[src/rtl/pu_slave_spi_frame_ctrl.sv]
// Frame sequencer for the SPI slave driver: groups single-word transactions into
// fixed-length frames over double-buffered TX/RX memories swapped only between frames.
module pu_slave_spi_frame_ctrl #(
    parameter int DATA_WIDTH  = 8,
    parameter int FRAME_WORDS = 4,
    parameter int ADDR_WIDTH  = $clog2(FRAME_WORDS)
) (
    input  logic                  clk,
    input  logic                  rst,
    input  logic                  spi_cs,
    input  logic                  spi_ready,
    input  logic                  spi_prepare,
    input  logic [DATA_WIDTH-1:0] spi_data_out,
    output logic [DATA_WIDTH-1:0] spi_data_in,
    input  logic                  tx_wr,
    input  logic [ADDR_WIDTH-1:0] tx_addr,
    input  logic [DATA_WIDTH-1:0] tx_data,
    input  logic                  swap_req,
    output logic                  swap_pending,
    input  logic [ADDR_WIDTH-1:0] rx_addr,
    output logic [DATA_WIDTH-1:0] rx_data,
    output logic                  frame_done,
    output logic                  frame_error,
    output logic                  busy
);

    localparam int CNT_W = $clog2(FRAME_WORDS + 2);
    localparam logic [CNT_W-1:0] FW    = CNT_W'(FRAME_WORDS);
    localparam logic [CNT_W-1:0] FW_P1 = CNT_W'(FRAME_WORDS + 1);
    localparam logic [CNT_W-1:0] ONE   = CNT_W'(1);

    typedef enum logic [1:0] {
        S_IDLE = 2'd0,
        S_XFER = 2'd1,
        S_END  = 2'd2
    } state_e;

    state_e                state_q, state_d;
    logic [CNT_W-1:0]      ptr_q, ptr_d;
    logic [CNT_W-1:0]      cnt_q, cnt_d;
    logic [CNT_W-1:0]      nxt_ptr;
    logic                  tx_sel_q, tx_sel_d;
    logic                  rx_sel_q, rx_sel_d;
    logic                  swap_pending_q, swap_pending_d;
    logic [DATA_WIDTH-1:0] spi_data_in_q, spi_data_in_d;
    logic [DATA_WIDTH-1:0] rx_data_q;
    logic                  ready_prev_q, prep_prev_q;
    logic                  ready_rise, prep_rise;
    logic                  rx_we;
    logic [ADDR_WIDTH-1:0] rx_waddr;

    logic [DATA_WIDTH-1:0] tx_mem [0:1][0:FRAME_WORDS-1];
    logic [DATA_WIDTH-1:0] rx_mem [0:1][0:FRAME_WORDS-1];

    assign ready_rise = spi_ready & ~ready_prev_q;
    assign prep_rise  = spi_prepare & ~prep_prev_q;

    always_ff @(posedge clk or negedge rst) begin
        if (!rst) begin
            state_q        <= S_IDLE;
            ptr_q          <= '0;
            cnt_q          <= '0;
            tx_sel_q       <= 1'b0;
            rx_sel_q       <= 1'b0;
            swap_pending_q <= 1'b0;
            spi_data_in_q  <= '0;
            rx_data_q      <= '0;
            ready_prev_q   <= 1'b1;
            prep_prev_q    <= 1'b0;
        end else begin
            state_q        <= state_d;
            ptr_q          <= ptr_d;
            cnt_q          <= cnt_d;
            tx_sel_q       <= tx_sel_d;
            rx_sel_q       <= rx_sel_d;
            swap_pending_q <= swap_pending_d;
            spi_data_in_q  <= spi_data_in_d;
            rx_data_q      <= rx_mem[rx_sel_q][rx_addr];
            ready_prev_q   <= spi_ready;
            prep_prev_q    <= spi_prepare;
        end
    end

    // Buffer contents are deliberately left out of reset.
    always_ff @(posedge clk) begin
        if (tx_wr) tx_mem[~tx_sel_q][tx_addr] <= tx_data;
        if (rx_we) rx_mem[~rx_sel_q][rx_waddr] <= spi_data_out;
    end

    always_comb begin
        state_d        = state_q;
        ptr_d          = ptr_q;
        cnt_d          = cnt_q;
        tx_sel_d       = tx_sel_q;
        rx_sel_d       = rx_sel_q;
        swap_pending_d = swap_pending_q | swap_req;
        spi_data_in_d  = spi_data_in_q;
        rx_we          = 1'b0;
        rx_waddr       = cnt_q[ADDR_WIDTH-1:0];
        nxt_ptr        = ptr_q + ONE;
        case (state_q)
            S_IDLE: begin
                ptr_d = '0;
                cnt_d = '0;
                // A request arriving in IDLE is applied at once, so word 0 comes from the new bank.
                if (swap_pending_q || swap_req) begin
                    tx_sel_d       = ~tx_sel_q;
                    swap_pending_d = 1'b0;
                end
                spi_data_in_d = tx_mem[tx_sel_d][0];
                if (!spi_cs) state_d = S_XFER;
            end
            S_XFER: begin
                if (prep_rise) begin
                    spi_data_in_d = (nxt_ptr < FW) ? tx_mem[tx_sel_q][nxt_ptr[ADDR_WIDTH-1:0]] : '0;
                end
                if (ready_rise) begin
                    rx_we = (cnt_q < FW);
                    if (cnt_q != FW_P1) cnt_d = cnt_q + ONE;
                    if (ptr_q != FW)    ptr_d = nxt_ptr;
                end
                if (spi_cs) state_d = S_END;
            end
            S_END: begin
                if (cnt_q == FW) rx_sel_d = ~rx_sel_q;
                state_d = S_IDLE;
            end
            default: state_d = S_IDLE;
        endcase
    end

    always_comb begin
        busy        = (state_q == S_XFER);
        frame_done  = (state_q == S_END) && (cnt_q == FW);
        frame_error = (state_q == S_END) && (cnt_q != FW);
    end

    assign spi_data_in  = spi_data_in_q;
    assign rx_data      = rx_data_q;
    assign swap_pending = swap_pending_q;

endmodule

[config.mk]
export PLATFORM = sky130hd
export DESIGN_NAME = pu_slave_spi_frame_ctrl
export DESIGN_NICKNAME = d
export VERILOG_FILES = /design/src/rtl/pu_slave_spi_frame_ctrl.sv
export SDC_FILE = /design/constraint.sdc
export NUM_CORES = 1
export LEC_CHECK = 0
export ABC_AREA = 0
export BUFFER_PORTS_ARGS = -buffer_cell sky130_fd_sc_hd__buf_4
export CORE_MARGIN = 4
export CORE_UTILIZATION = 55
export DETAILED_ROUTE_END_ITERATION = 16
export PLACE_DENSITY = 0.78
export SLEW_MARGIN = 15
export SYNTH_ARGS = -nofsm -noshare
export SYNTH_HDL_FRONTEND = slang
export SYNTH_SLANG_ARGS = --single-unit
[constraint.sdc]
create_clock -name clk -period 2.1 [get_ports clk]
set_input_delay 0.525 -clock clk [delete_from_list [all_inputs] [get_ports clk]]
set_output_delay 0.525 -clock clk [all_outputs]
set_load 0.1 [all_outputs]
==> run summary <==
CTS saw 157 sinks. The initial standard-cell utilization of the core was 0.561; the largest net degree at the start of global routing was 30. The layout overhead on the synthesized area was 18.0%; the final global-route overflow total was 0. The largest stage delay on the critical path is 0.43 ns.

The minimum clock period came out at 2.02 ns. Setup repair after global routing left no endpoint under its margin. The finished layout holds 589 standard cells, fillers aside.

The first detailed-routing pass ran for 4 iterations. The worst path buffer plus inverter count came out at 1. The number of instances in the synthesized netlist came out at 361.

After detailed routing, the number of vias per cell comes to 5.69. The number of hold violations in the final report was 0; the post-route fraction of the period consumed by the critical path was 0.964. The via count of the first global-routing pass is 3,440, and the clock slew at the register clock pins of the worst setup and hold paths is 0.06 ns. For the core box area, the log shows 11,400 sq um. The total via count in the routed design came out at 3,350.

The ratio of total power to cell area was 1170 nW/um^2. The worst-margin pin slew works out to 0.661 ns. Data on the critical path is required at its endpoint by 1.57 ns.

Input and output buffers added on the ports amount to 46. Counting cells, the worst reg-to-reg path comes to 3. IR analysis of the VDD net gives a maximum drop of 0.771 mV.

Data arrival time of the critical path: 1.50 ns. In the routed design, unresolved DRC markers number 0. Leaving out fill and tap cells, the most frequent cells in the layout are sky130_fd_sc_hd__edfxtp_1, sky130_fd_sc_hd__buf_4, sky130_fd_sc_hd__mux2i_1, sky130_fd_sc_hd__dfrtp_1, sky130_fd_sc_hd__nand2_1.

The kind of path behind the tightest hold check is primary input to async pin. TritonCTS built the clock tree. Fraction of final layout cells sized beyond drive strength 1: 0.307.

Counting the buffers created by CTS gives 17. The run gives 13,400 sq um as the die area. The family of cells with the greatest summed delay on the critical path was flip-flops. The half-perimeter wire length after detailed placement is 7.45 mm. Summing every instance area after synthesis gives 6380 sq um. Pin placement for this block handled 47 I/O pins.

Proportion of synthesized chip area in sequential cells: 0.716. The cell with the largest stage delay on the worst path was sky130_fd_sc_hd__dfrtp_1. The run gives 0 as the max-capacitance violation count. The source of the worst register-to-register timing path is state_q[0].

The tools report the count of routing violations after the opening detailed-route iteration as 238. On the final layout, the worst clock skew is 0.00990 ns. The tree is rooted in a sky130_fd_sc_hd__clkbuf_16. The run gives 0.41 ns as the clock network latency to the later pin of the worst-skew pair. For the number of fill cells, the log shows 733. The site row count is 39, and the proportion of netlist area held by the largest area contributor is 0.602. Count of antenna diodes in the layout: 0.

The synthesis warning total came out at 0. The tools report the routed wire length as 11.6 mm. The wire length of the first global-routing pass is 18.4 mm, and the per-cell routed wire length is 19.6 microns. The H-tree was split into 4 levels. Walking the worst path, the cells encountered are nand2b_1 > a21oi_2 > buf_4. After synthesis, the cell types taking the most area are sky130_fd_sc_hd__edfxtp_1, sky130_fd_sc_hd__dfrtp_1, sky130_fd_sc_hd__mux2i_1.

STA classifies the critical path endpoint as an output port. The worst-case register-to-register setup slack was 0.18 ns; the all-layer global routing usage was 0.188. In this run the critical register-to-register path is captured at rx_mem[1][20]. The horizontal die dimension is 116 microns. The synthesized netlist net count is 394. In this run the worst path has a maximum fanout of 7.

Once detail routing completed, the nets flagged for antenna violations numbered 0. The run finished with clean final reports. The upper clock frequency limit was 0.494 GHz. The library cell used most frequently in the layout, excluding fill and tap cells, is sky130_fd_sc_hd__edfxtp_1.

The final-report max-slew violation count is 0, and the post-synthesis area per instance is 17.7 sq um. Prior to clock tree synthesis, the placed netlist has a worst setup slack of 0.209 ns. The number of placed instances, taps included is 556. The initial antenna violation count was 0. The startpoint type of the worst setup path is a flip-flop. The count of different cell masters after synthesis is 37. The worst setup path is of the flip-flop to output port kind. Count of final setup violators: 0. The vertical die dimension works out to 116 microns.

In this run, post-CTS hold repair placed 0 buffers. The logs give 466 for the number of nets in the layout and 2 for the largest buffer count on any clock path. The logs give 0.0757 ns for the setup slack of the critical path after layout and 2.85 nW for the leakage power.

Synthesis inferred 157 register bits. The most critical setup path has its startpoint at state_q[0]. The largest total area in the synthesized netlist belongs to sky130_fd_sc_hd__edfxtp_1. The relative slew slack was 0.557. The routability congestion estimate came out at 0.773.
## routing by layer
| metal | routed length, microns | vias up | global-route usage | part of all wire |
|---|---|---|---|---|
| li1 | - | 1550 | - | - |
| met1 | 4960 | 1694 | 0.257 | 0.43 |
| met2 | 5680 | 86 | 0.296 | 0.49 |
| met3 | 746 | 20 | 0.0507 | 0.064 |
| met4 | 185 | 0 | 0.0634 | 0.016 |
| met5 | 0 | - | 0 | 0 |
## final cells by class
cell class	instances	area [sq um]	area share
flip-flops and latches	157	4570	0.607
repair buffers	70	542	0.0719
inverters	6	22.5	0.00299
clock buffers	21	440	0.0585
well taps	143	179	0.0238
multi-input cells	181	1680	0.223
clock inverters	11	93.8	0.0125
## kinds of logic after synthesis
logic type | count (synthesis) | share of synthesized area
flip-flops | 157 | 0.716
adder cells (fa/ha/maj) | 6 | 0.0118
AND/OR/NAND/NOR | 69 | 0.0531
AO/OA/AOI/OAI | 36 | 0.0494
XOR/XNOR | 4 | 0.00667
multiplexers | 66 | 0.139
buffers and inverters | 23 | 0.0237
## how the worst max path moves through the flow
stage | cells after the start | slack, ns | endpoint
3_5_place_dp | 4 | 0.21 | rx_mem[1][19]
2_1_floorplan | 3 | -0.009 | frame_error
6_report | 3 | 0.08 | frame_error
5_1_grt | 3 | 0.007 | frame_error
3_3_place_gp | 4 | 0.31 | rx_mem[1][19]
4_1_cts | 5 | 0.003 | frame_done
## through the flow
| stage | setup TNS, ns | cell area [sq um] | power [W] | hold slack (ns) | utilization |
|---|---|---|---|---|---|
| after floorplan | -0.00894 | 6390 | 0.00556 | 0.229 | - |
| after global placement | 0 | 6960 | 0.00602 | 0.486 | 0.612 |
| after detailed placement | 0 | 6960 | 0.00606 | 0.490 | 0.612 |
| after CTS | 0 | 7510 | 0.00882 | 0.0561 | 0.661 |
| after global routing | 0 | 7530 | 0.00914 | 0.0611 | 0.662 |
| final | 0 | 7530 | 0.00879 | 0.0467 | 0.662 |
## power breakdown
| group | leakage, nW | internal, W | switching (W) | total [W] |
|---|---|---|---|---|
| clock network | 0.256 | 0.00162 | 0.00115 | 0.00277 |
| logic | 1.08 | 0.000786 | 0.00147 | 0.00226 |
| registers | 1.51 | 0.00359 | 0.000172 | 0.00377 |
| total | 2.85 | 0.00600 | 0.00279 | 0.00879 |
## synth_stat cells, drive strengths merged
| cell | count |
|---|---|
| edfxtp | 128 |
| mux2i | 41 |
| dfrtp | 28 |
| nand2 | 24 |
| nor2 | 17 |
| a22oi | 16 |
| mux4 | 16 |
| buf | 13 |
| mux2 | 9 |
| nand2b | 8 |
| o221ai | 8 |
| ha | 6 |
| inv | 6 |
| and2 | 5 |
| and3 | 4 |
| clkbuf | 4 |
| o21ai | 4 |
| nor2b | 3 |
| nor3 | 3 |
| o31ai | 3 |
| xor2 | 3 |
| a21boi | 2 |
| a21oi | 2 |
| or3 | 2 |
| a21o | 1 |
| dfstp | 1 |
| nor4 | 1 |
| or2 | 1 |
| or4 | 1 |
| xnor2 | 1 |
## flip-flops by register name, summed over array words and instances, names as in the netlist, 2 cells and up
name         count
rx_mem          64
tx_mem          64
rx_data          8
spi_data_in      8
cnt_q            3
ptr_q            3
state_q          2
## timing repair
| action | in CTS | in global routing |
|---|---|---|
| setup buffers | 0 | 1 |
| resized for setup | 5 | 5 |
| endpoints found under the setup margin | 2 | 3 |
No activity file was read; power rests on OpenSTA's default activity.
